--- src/rtl/difftest_commit_fifo.sv ---
// Difftest commit buffer: queues {pc, instr, nextpc} records retired in WB and
// drains them first-word-fall-through to the checker, with error monitoring.
module difftest_commit_fifo #(
    parameter int DATA_WIDTH = 32,
    parameter int DEPTH      = 4,
    parameter int TIMEOUT    = 1024
) (
    input  logic                  clk,
    input  logic                  rst_n,
    input  logic                  in_valid,
    input  logic [DATA_WIDTH-1:0] in_pc,
    input  logic [DATA_WIDTH-1:0] in_instr,
    input  logic [DATA_WIDTH-1:0] in_nextpc,
    output logic                  in_ready,
    output logic                  out_valid,
    input  logic                  out_ready,
    output logic [DATA_WIDTH-1:0] out_pc,
    output logic [DATA_WIDTH-1:0] out_instr,
    output logic [DATA_WIDTH-1:0] out_nextpc,
    output logic [63:0]           commit_cnt,
    output logic                  overflow_err,
    output logic                  timeout_err,
    input  logic                  err_clr
);

    localparam int AW  = $clog2(DEPTH);
    localparam int PW  = AW + 1;
    localparam int RW  = 3 * DATA_WIDTH;
    localparam int WDW = $clog2(TIMEOUT + 1);
    localparam logic [WDW-1:0] WD_LIMIT = WDW'(TIMEOUT);

    logic [RW-1:0]  mem_q [DEPTH];
    logic [PW-1:0]  wr_ptr_q, wr_ptr_d;
    logic [PW-1:0]  rd_ptr_q, rd_ptr_d;
    logic [63:0]    commit_cnt_q, commit_cnt_d;
    logic [WDW-1:0] wdog_q, wdog_d;
    logic           overflow_q, overflow_d;
    logic           timeout_q, timeout_d;

    logic empty, full, push, pop;
    logic [RW-1:0] head_rec;

    assign empty = (wr_ptr_q == rd_ptr_q);
    assign full  = (wr_ptr_q[AW-1:0] == rd_ptr_q[AW-1:0]) && (wr_ptr_q[AW] != rd_ptr_q[AW]);

    // A full FIFO still accepts a record when the head leaves in the same cycle.
    assign in_ready  = !full || out_ready;
    assign out_valid = !empty;
    assign push      = in_valid && in_ready;
    assign pop       = out_valid && out_ready;

    assign head_rec   = mem_q[rd_ptr_q[AW-1:0]];
    assign out_pc     = head_rec[RW-1 -: DATA_WIDTH];
    assign out_instr  = head_rec[2*DATA_WIDTH-1 -: DATA_WIDTH];
    assign out_nextpc = head_rec[DATA_WIDTH-1:0];

    assign commit_cnt   = commit_cnt_q;
    assign overflow_err = overflow_q;
    assign timeout_err  = timeout_q;

    always_comb begin
        wr_ptr_d     = wr_ptr_q;
        rd_ptr_d     = rd_ptr_q;
        commit_cnt_d = commit_cnt_q;
        wdog_d       = wdog_q;
        if (push) begin
            wr_ptr_d = wr_ptr_q + PW'(1);
        end
        if (pop) begin
            rd_ptr_d     = rd_ptr_q + PW'(1);
            commit_cnt_d = commit_cnt_q + 64'd1;
        end
        if (push || err_clr) begin
            wdog_d = '0;
        end else if (wdog_q != WD_LIMIT) begin
            wdog_d = wdog_q + WDW'(1);
        end
        // Sticky flags: a new error event outranks a simultaneous clear.
        overflow_d = (overflow_q && !err_clr) || (in_valid && !in_ready);
        timeout_d  = (timeout_q && !err_clr) || (wdog_d == WD_LIMIT);
    end

    always_ff @(posedge clk) begin
        if (!rst_n) begin
            wr_ptr_q     <= '0;
            rd_ptr_q     <= '0;
            commit_cnt_q <= '0;
            wdog_q       <= '0;
            overflow_q   <= 1'b0;
            timeout_q    <= 1'b0;
        end else begin
            wr_ptr_q     <= wr_ptr_d;
            rd_ptr_q     <= rd_ptr_d;
            commit_cnt_q <= commit_cnt_d;
            wdog_q       <= wdog_d;
            overflow_q   <= overflow_d;
            timeout_q    <= timeout_d;
        end
    end

    // Record storage carries no reset; pointers alone define validity.
    always_ff @(posedge clk) begin
        if (push) begin
            mem_q[wr_ptr_q[AW-1:0]] <= {in_pc, in_instr, in_nextpc};
        end
    end

endmodule
--- config.mk ---
export PLATFORM = sky130hd
export DESIGN_NAME = difftest_commit_fifo
export DESIGN_NICKNAME = d
export VERILOG_FILES = /design/src/rtl/difftest_commit_fifo.sv
export SDC_FILE = /design/constraint.sdc
export NUM_CORES = 1
export LEC_CHECK = 0
export CAP_MARGIN = 20
export CORE_UTILIZATION = 50
export CTS_CLUSTER_SIZE = 8
export DETAILED_ROUTE_END_ITERATION = 6
export PLACE_DENSITY_LB_ADDON = 0.1
export SLEW_MARGIN = 30
export SYNTH_ARGS = -nofsm -noshare
export SYNTH_HDL_FRONTEND = slang
export SYNTH_SLANG_ARGS = --single-unit
--- constraint.sdc ---
create_clock -name clk -period 5.22 [get_ports clk]
set_input_delay 1.044 -clock clk [delete_from_list [all_inputs] [get_ports clk]]
set_output_delay 1.044 -clock clk [all_outputs]
set_load 0.01 [all_outputs]
; Word-level counts from Yosys, hierarchy flattened
; Memory sizes are Yosys's and may differ from the RTL's. A register that Yosys moved wholly into a read port is not among the register bits.
; Cells that the tools add are included.
[word_totals]
regBits = 83
latch_bits = 0
ram_bits = 384
rom_bits = 0
output_inout_bits = 164
wordCells = 36
memories = 1
[mem_list]
columns = name, depth, width, read_ports, rd_ports_with_merged_regs, wr, line
row1 = mem_q, 4, 96, 1, 1, 1, 32  ; logic [RW-1:0] mem_q [DEPTH];
[classes]
addsub = 4
mul = 0
n_div = 0
order_cmp = 0
n_eq_ne = 5
n_shift = 0
mux = 6
bitwise = 0
n_reduce_logical = 14
[ops]
columns = operator, count
row1 = $add A64 B1 Y64 const B, 1
row2 = $mux W11, 2
row3 = $add A11 B1 Y11 const B, 1
row4 = $eq A11 B11 Y1 const B, 1
row5 = $ne A11 B11 Y1 const B, 1
row6 = $add A3 B1 Y3 const B, 2
row7 = $logic_and A1 B1 Y1, 6
row8 = $logic_not A1 Y1, 4
row9 = $logic_or A1 B1 Y1, 4
row10 = $mux W2, 2
row11 = $eq A3 B3 Y1, 1
row12 = $eq A2 B2 Y1, 1
row13 = $mux W1, 2
row14 = $ne A1 B1 Y1, 1

; Depth between registers and ports, before layout
; Gate-level depths: netlist of the first run.
[logic_depth]
depth_word = 9
ltp_mapped = 8

; Least setup slack after synthesis of the first run
; Ideal clock, no wire load.
[synth_timing]
kind = input to register
start = input out_ready
end = memory mem_q[3][0] (netlist name), enable pin
arrival_ps = 3698
t_required_ps = 4753
setup_slack_ps = 1055
cell_stages = 3
n_path_buf = 0
cell_sequence = inv_1 a41oi_2 and2_1
[synth_via]
elab_chain_cells = 4
[synth_lines]
columns = item, line
row1 = "start, declared", 16  ; input logic out_ready,
row2 = $logic_or A1 B1 Y1, 47  ; assign in_ready = !full || out_ready;
row3 = $logic_and A1 B1 Y1, 49  ; assign push = in_valid && in_ready;
row4 = $mux W1, 103  ; if (push) begin
row5 = $mux W1 (not written as such), 104  ; mem_q[wr_ptr_q[AW-1:0]] <= {in_pc, in_instr, in_nextpc};
row6 = "end, declared", 32
; No other way between the ends.

==> reports/metrics.cfg, run 1 <==
[status]
status=complete, no violations

[pwr]
switchingPower_mw=2.14
comb_power_share=0.138
clock_power_share=0.413
internal_power_mw=7.42
pwr_density_cell_nw_per_um2=412
share_seq_of_total_power=0.449
power_switching_share=0.224
vdd_ir_drop_max_uv=318
p_leak_nw=7.44

[logic_synthesis]
synth.top_cells.by_area=sky130_fd_sc_hd__edfxtp_1 (64%), sky130_fd_sc_hd__mux4_2 (12%), sky130_fd_sc_hd__dfxtp_1 (9.4%)
yosysWarnings=0
synth.top_cells.by_count=sky130_fd_sc_hd__edfxtp_1 (384), sky130_fd_sc_hd__mux4_2 (96), sky130_fd_sc_hd__dfxtp_1 (85)
synth_enable_flop_cells=384
syn-mean-instance-area_um2=18.2
yosys_register_bits=469
synth_most_common_cell=sky130_fd_sc_hd__edfxtp_1
yosys.area.top_type_share=0.639
synth.cell_area_um2=18000
synth_cells=990
synth.lib_cells_used.distinct=49
yosys.area.top_type=sky130_fd_sc_hd__edfxtp_1
syn_nets=1099
synth_seq_area_share=0.734
synth-main-ff-cell=sky130_fd_sc_hd__edfxtp_1
ys_async_sr_fraction=0

[critical_path]
crit_arrival_ns=2.73
rrSetupSlack_ns=2.43
cp.depth=3
start_kind=flop
critPathTopFamily=buffers and inverters
worst_r2r_startpoint=commit_cnt[3]
setup.worst_path.class=reg -> out
worstReg2RegEnd=commit_cnt[48]
endpoint=out_instr[10]
rr_worst_depth=5
crit_chain=buf_4 > mux4_2 > clkdlybuf4s50_1
cp_data_required_time_ns=4.18
cp_slowest_cell=sky130_fd_sc_hd__dfxtp_4
worst_setup_path_end_kind=output port
slowest_delay_ns=0.60
crit_fanout=20
worst-path-buf-inv=2

[global_route]
met1_global_route_usage=0.281
total_routing_resource_utilization_after_global_routing=0.209
initial_antenna_violation_count=2
number_of_global_route_vias_before_repair=10342
globalRoute.busiestLayer=met2
largest_net_degree_at_the_start_of_global_routing=66
use_met3=0.0552
overflow=0
met2_usage=0.331
grt_pass1_wl_um=58000

[floorplanning]
coreArea_um2=35600
core.rowCount=69
die_height_um=192
floorplan.initialDensity=0.507
floorplan.die_area_um2=36800
io_pins=265
die_w_um=192

[cts]
clock_tree.buffer_depth=3
holdBufCountCts=0
count_of_buffers_added_by_post_cts_timing_repair_for_setup=0
ctsHtreeMaxLevel=3
cts_tree=yes
count_of_cells_resized_by_post_cts_repair=0
clock_tree.root_cell=sky130_fd_sc_hd__clkbuf_16
worst_skew_late_latency_ns=0.56
cts_buf_count=68
clk_transition_reported_paths_ns=0.05
numClockSinks=469

[detailed_routing]
post_drt_via_cell_ratio=5.61
wl_um=37800
detailroute.via_count=9971
drc_errors=0
detail_route.wl_per_cell_um=21.3
drt_pre_antenna_iters=4
detail_route.iter0.violations=538
antenna_violating_nets_post_route=0

[place]
finalWeightedCongestion=0.788
dpl.hpwl_um=22800
io_buffer_count=264

[cells_and_area]
drive_above_1_share=0.158
layout.nets=1398
area_growth_pct=28.5
utilization=0.652

[timing]
hold_violations=0
setup_skew_ns=0.0118
fin_crit_ns=3.78
timing.fmax_mhz=265
timing.final.crit_share=0.724
grt_setup_unrepaired=no
timing_max_transition_violations_final=0
setup_viol_count_final=0
slew_headroom=0.420
fin_setup_tns_ns=0
max_slew.worst_pin.slew_ns=0.868

[min_path]
hold_path.startpoint=commit_cnt[45]
worst_min_path_class=reg -> reg

[run]
max_cap_violations=0

[tightest hold or removal path, cell delays in order, from the launching register on]
cell	delay (ns)
sky130_fd_sc_hd__dfxtp_1	0.33
sky130_fd_sc_hd__o31ai_1	0.07
sky130_fd_sc_hd__a21oi_1	0.05
[kinds of logic after synthesis]
group,Yosys count,share of synthesized area
AO/OA/AOI/OAI,79,0.0295
XOR/XNOR,48,0.0241
adder cells (fa/ha/maj),8,0.00555
buffers and inverters,64,0.0139
flip-flops,469,0.734
multiplexers,99,0.122
AND/OR/NAND/NOR,223,0.0717
[power groups by stage]
| stage | sequential [mW] | combinational [mW] | clock (mW) |
|---|---|---|---|
| 2_1_floorplan | 4.33 | 0.703 | 0 |
| 3_3_place_gp | 4.36 | 1.34 | 0 |
| 3_5_place_dp | 4.37 | 1.35 | 0 |
| 4_1_cts | 4.30 | 1.35 | 4.04 |
| 5_1_grt | 4.31 | 1.41 | 4.19 |
| 6_report | 4.30 | 1.32 | 3.95 |
[metrics by stage]
step           setup WS (ns)  cell area, µm²  hold WS (ns)  std cells  total power [mW]
2_1_floorplan           1.06           18000         0.490        990              5.03
3_3_place_gp            1.63           21300         0.483       1680              5.70
3_5_place_dp            1.54           21300         0.486       1680              5.72
4_1_cts                 1.32           23200         0.501       1777              9.69
5_1_grt                 1.26           23200         0.509       1777              9.91
6_report                1.44           23200         0.497       1778              9.56
[worst min path at each step]
stage	endpoint	cells past startpoint	slack [ns]
after global placement	commit_cnt[45]	2	0.48
final	commit_cnt[45]	2	0.50
after global routing	commit_cnt[61]	2	0.51
after floorplan	wdog_q[10]	2	0.49
after CTS	commit_cnt[45]	2	0.50
after detailed placement	commit_cnt[61]	2	0.49
[state kept, by name (all words and copies together) (netlist names), named ones only]
name          count
overflow_err      1
commit_cnt       64
rd_ptr_q          3
wdog_q           11
mem_q           384
wr_ptr_q          3
timeout_err       1
[routing by layer]
layer	share of wire	wire length (µm)	vias to the layer above
met4	0.020	763	2
li1	-	-	4606
met1	0.43	16200	4998
met3	0.071	2700	66
met2	0.48	18100	299
met5	0.00045	17	-
[layout make-up]
type                       count  area [µm²]
antenna                        1        2.50
fill                        2508       12400
timing repair buffer         280        2840
inverter                      13        48.8
clock inverter                 5        55.1
multi-input combinational    457        4570
tap                          461         577
sequential                   469       13200
clock buffer                  92        1860
[layout by cell type, fill, tap and decap left out, types with 2 or more instances in the layout]
cell type                         Yosys  layout
sky130_fd_sc_hd__edfxtp_1           384     384
sky130_fd_sc_hd__clkdlybuf4s50_1      0     264
sky130_fd_sc_hd__mux4_2              96      96
sky130_fd_sc_hd__dfxtp_1             85      83
sky130_fd_sc_hd__clkbuf_16            0      71
sky130_fd_sc_hd__nor2_1              46      46
sky130_fd_sc_hd__a21oi_1             34      34
sky130_fd_sc_hd__or4_1               31      31
sky130_fd_sc_hd__nand3_1             30      30
sky130_fd_sc_hd__xor2_1              30      30
sky130_fd_sc_hd__nand2_1             29      28
sky130_fd_sc_hd__o31ai_1             28      28
sky130_fd_sc_hd__nand4_1             25      25
sky130_fd_sc_hd__clkbuf_1            37      21
sky130_fd_sc_hd__xnor2_1             16      16
sky130_fd_sc_hd__inv_1               13      12
sky130_fd_sc_hd__and3_1              11      11
sky130_fd_sc_hd__and4_1              10      10
sky130_fd_sc_hd__buf_4                0      10
sky130_fd_sc_hd__ha_1                 8       8
sky130_fd_sc_hd__nor3_1               7       7
sky130_fd_sc_hd__and2_1              10       6
sky130_fd_sc_hd__buf_12               0       6
sky130_fd_sc_hd__or3_1                5       5
sky130_fd_sc_hd__and2_4               0       4
sky130_fd_sc_hd__nor4_1               4       4
sky130_fd_sc_hd__nor4_4               3       3
sky130_fd_sc_hd__o211ai_1             3       3
sky130_fd_sc_hd__xnor2_2              2       2
sky130_fd_sc_hd__a311oi_2             2       2
sky130_fd_sc_hd__nand2b_1             2       2
sky130_fd_sc_hd__mux2i_1              2       2
sky130_fd_sc_hd__nand4_2              2       2
sky130_fd_sc_hd__or2_2                2       2
sky130_fd_sc_hd__o21ai_0              2       2
sky130_fd_sc_hd__a211oi_1             2       2
sky130_fd_sc_hd__dfxtp_4              0       2
sky130_fd_sc_hd__inv_6                0       2
sky130_fd_sc_hd__clkinv_8             0       2
No activity file was read; power rests on OpenSTA's default activity.
==> inputs of run 2 (changes only) <==
--- a/config.mk
+++ b/config.mk
@@ -6,7 +6,7 @@
 export NUM_CORES = 1
 export LEC_CHECK = 0
 export CAP_MARGIN = 20
-export CORE_UTILIZATION = 50
+export CORE_UTILIZATION = 49
 export CTS_CLUSTER_SIZE = 8
 export DETAILED_ROUTE_END_ITERATION = 6
 export PLACE_DENSITY_LB_ADDON = 0.1
==> constraint.sdc (replaced) <==
create_clock -name clk -period 3.4 [get_ports clk]
set_input_delay 0.68 -clock clk [delete_from_list [all_inputs] [get_ports clk]]
set_output_delay 0.68 -clock clk [all_outputs]
set_load 0.01 [all_outputs]
==> run 2 against run 1 <==
Global-route usage shrank 0.17 points. Core utilization is 0.053 points higher. Clock power up 51%. Final area up 1.1%. Clock skew increased by 0.0044 ns. Via count rose by 0.33%. First-iteration DRC count down 7.4%. Combinational power increased by 61%. Cell count is 0.79% higher. Sequential power up 53%. Critical path type unchanged. Largest cell class unchanged.
==> reports/metrics.cfg, run 2 (synthesized netlist as in run 1, its figures left out) <==
[critical_path]
crit_arrival_ns=2.44  ; was 2.73 ns
cp_data_required_time_ns=2.72  ; was 4.18 ns
worst_setup_path_end_kind=output port  ; unchanged
crit_fanout=39  ; was 20
worst_r2r_startpoint=commit_cnt[2]  ; was commit_cnt[3]
critPathTopFamily=buffers and inverters  ; unchanged
worstReg2RegEnd=commit_cnt[61]  ; was commit_cnt[48]
setup.worst_path.class=reg -> out  ; unchanged
rr_worst_depth=6  ; was 5
cp.depth=3  ; unchanged
rrSetupSlack_ns=1.06  ; was 2.43 ns
cp_slowest_cell=sky130_fd_sc_hd__dfxtp_4  ; unchanged
crit_chain=buf_12 > mux4_2 > clkdlybuf4s50_1  ; was buf_4 > mux4_2 > clkdlybuf4s50_1
endpoint=out_pc[8]  ; was out_instr[10]
worst-path-buf-inv=2  ; unchanged
start_kind=flop  ; unchanged
slowest_delay_ns=0.64  ; was 0.60 ns

[place]
dpl.hpwl_um=24400  ; was 22800 µm
placed_cells_incl_taps=1697  ; was 1680
io_buffer_count=264  ; unchanged
finalWeightedCongestion=0.761  ; was 0.788
dp_worst_slack_ns=0.534  ; was 1.54 ns
place_area_um2=21500  ; was 21300 µm²

[cells_and_area]
layout_commonest_cell=sky130_fd_sc_hd__edfxtp_1  ; unchanged
area_growth_pct=29.9  ; was 28.5%
finish.instance_area_um2=23400  ; was 23200 µm²
drive_above_1_share=0.168  ; was 0.158
layout.nets=1415  ; was 1398
fin_cells=1792  ; was 1778
antenna_cells=0  ; was 1
fillerInstances=2515  ; was 2508
final_cell_mix=sky130_fd_sc_hd__edfxtp_1 (384), sky130_fd_sc_hd__clkdlybuf4s50_1 (264), sky130_fd_sc_hd__mux4_2 (96)  ; unchanged
largest_reg_flops=384  ; unchanged

[status]
status=complete, no violations  ; unchanged

[timing]
fin_setup_tns_ns=0  ; unchanged
fin_crit_ns=3.12
timing_max_transition_violations_final=0  ; unchanged
hold_violations=0  ; unchanged
setup_viol_count_final=0  ; unchanged
slew_headroom=0.532  ; was 0.420
setup_skew_ns=0.0163  ; was 0.0118 ns
timing.fmax_mhz=320
max_slew.worst_pin.slew_ns=0.703  ; was 0.868 ns
timing.final.crit_share=0.918
postLayoutSetupSlackWorst_ns=0.277  ; was 1.44 ns
grt_setup_unrepaired=no  ; unchanged

[cts]
count_of_buffers_added_by_post_cts_timing_repair_for_setup=0  ; unchanged
clk_transition_reported_paths_ns=0.05  ; about the same
count_of_cells_resized_by_post_cts_repair=0  ; unchanged
ctsHtreeMaxLevel=3  ; unchanged
clock_tree.buffer_depth=3  ; unchanged
numClockSinks=469  ; unchanged
worst_skew_late_latency_ns=0.56  ; about the same
holdBufCountCts=0  ; unchanged
cts_buf_count=68  ; unchanged
cts_tree=yes  ; unchanged
clock_tree.root_cell=sky130_fd_sc_hd__clkbuf_16  ; unchanged

[floorplanning]
coreArea_um2=35900  ; was 35600 µm²
floorplan.die_area_um2=37600  ; was 36800 µm²
core.rowCount=69  ; unchanged
die_height_um=194  ; was 192 µm
floorplan.initialDensity=0.502  ; was 0.507
die_w_um=194  ; was 192 µm
io_pins=265  ; unchanged

[detailed_routing]
wl_um=38000  ; was 37800 µm
detail_route.wl_per_cell_um=21.2  ; was 21.3 µm
antenna_violating_nets_post_route=0  ; unchanged
detail_route.iter0.violations=498  ; was 538
drc_errors=0  ; unchanged
post_drt_via_cell_ratio=5.58  ; was 5.61
drt_pre_antenna_iters=4  ; unchanged
detailroute.via_count=10004  ; was 9971

[global_route]
largest_net_degree_at_the_start_of_global_routing=66  ; unchanged
number_of_global_route_vias_before_repair=10485  ; was 10342
overflow=0  ; unchanged
grt_pass1_wl_um=59600  ; was 58000 µm
total_routing_resource_utilization_after_global_routing=0.207  ; was 0.209
initial_antenna_violation_count=1  ; was 2

[min_path]
worst_min_path_class=reg -> reg  ; unchanged

[pwr]
share_seq_of_total_power=0.448  ; was 0.449
clock_power_share=0.407  ; was 0.413
p_leak_nw=7.55  ; was 7.44 nW
pwr_density_cell_nw_per_um2=624  ; was 412 nW/µm²
switchingPower_mw=3.22  ; was 2.14 mW
vdd_ir_drop_max_uv=375  ; was 318 µV
post_layout_total_power_mw=14.6  ; was 9.56 mW
internal_power_mw=11.4  ; was 7.42 mW
power_switching_share=0.220  ; was 0.224
comb_power_share=0.145  ; was 0.138

[run]
max_cap_violations=0  ; unchanged

run 2: routing by layer:
layer | vias up | global-route usage | part of all wire | wire length [µm]
li1 | 4639 | - | - | -
met3 | 66 | 0.0571 | 0.060 | 2260
met2 | 265 | 0.343 | 0.50 | 19000
met5 | - | 0 | 0 | 0
met1 | 5034 | 0.269 | 0.42 | 16000
met4 | 0 | 0.0644 | 0.021 | 811
run 2: area by class of cell:
type	count	area, µm²	share of cell area
tap	461	577	0.0246
sequential	469	13200	0.565
inverter	13	48.8	0.00208
timing repair buffer	297	3100	0.132
clock inverter	4	53.8	0.00230
clock buffer	91	1840	0.0786
multi-input combinational	457	4570	0.195
run 2: worst min-delay path by stage:
stage / from / to / slack, ns / cells after the start
after floorplan: wdog_q[10] / wdog_q[10] / 0.49 / 2
after global placement: commit_cnt[45] / commit_cnt[45] / 0.48 / 2
after detailed placement: commit_cnt[61] / commit_cnt[61] / 0.49 / 2
after CTS: commit_cnt[61] / commit_cnt[61] / 0.50 / 2
after global routing: commit_cnt[61] / commit_cnt[61] / 0.51 / 2
final: commit_cnt[1] / commit_cnt[1] / 0.50 / 2
run 2: worst min-delay path: stages, from the launching register on:
cell and delay (ns):
sky130_fd_sc_hd__dfxtp_1 0.33, sky130_fd_sc_hd__nand2_1 0.06, sky130_fd_sc_hd__a21oi_1 0.06
run 2: power by group through the flow:
stage / Sequential, mW / Combinational (mW) / Clock [mW]
floorplan: 6.63 / 1.08 / 0
finish: 6.56 / 2.12 / 5.95
CTS: 6.56 / 2.17 / 6.11
global route: 6.57 / 2.26 / 6.34
global placement: 6.66 / 2.16 / 0
detailed placement: 6.67 / 2.17 / 0
run 2: per-stage QoR:
stage	hold WS, ns	util
after detailed placement	0.487	0.600
final	0.503	0.652
after global placement	0.478	0.600
after global routing	0.511	0.652
after CTS	0.497	0.652
after floorplan	0.490	-
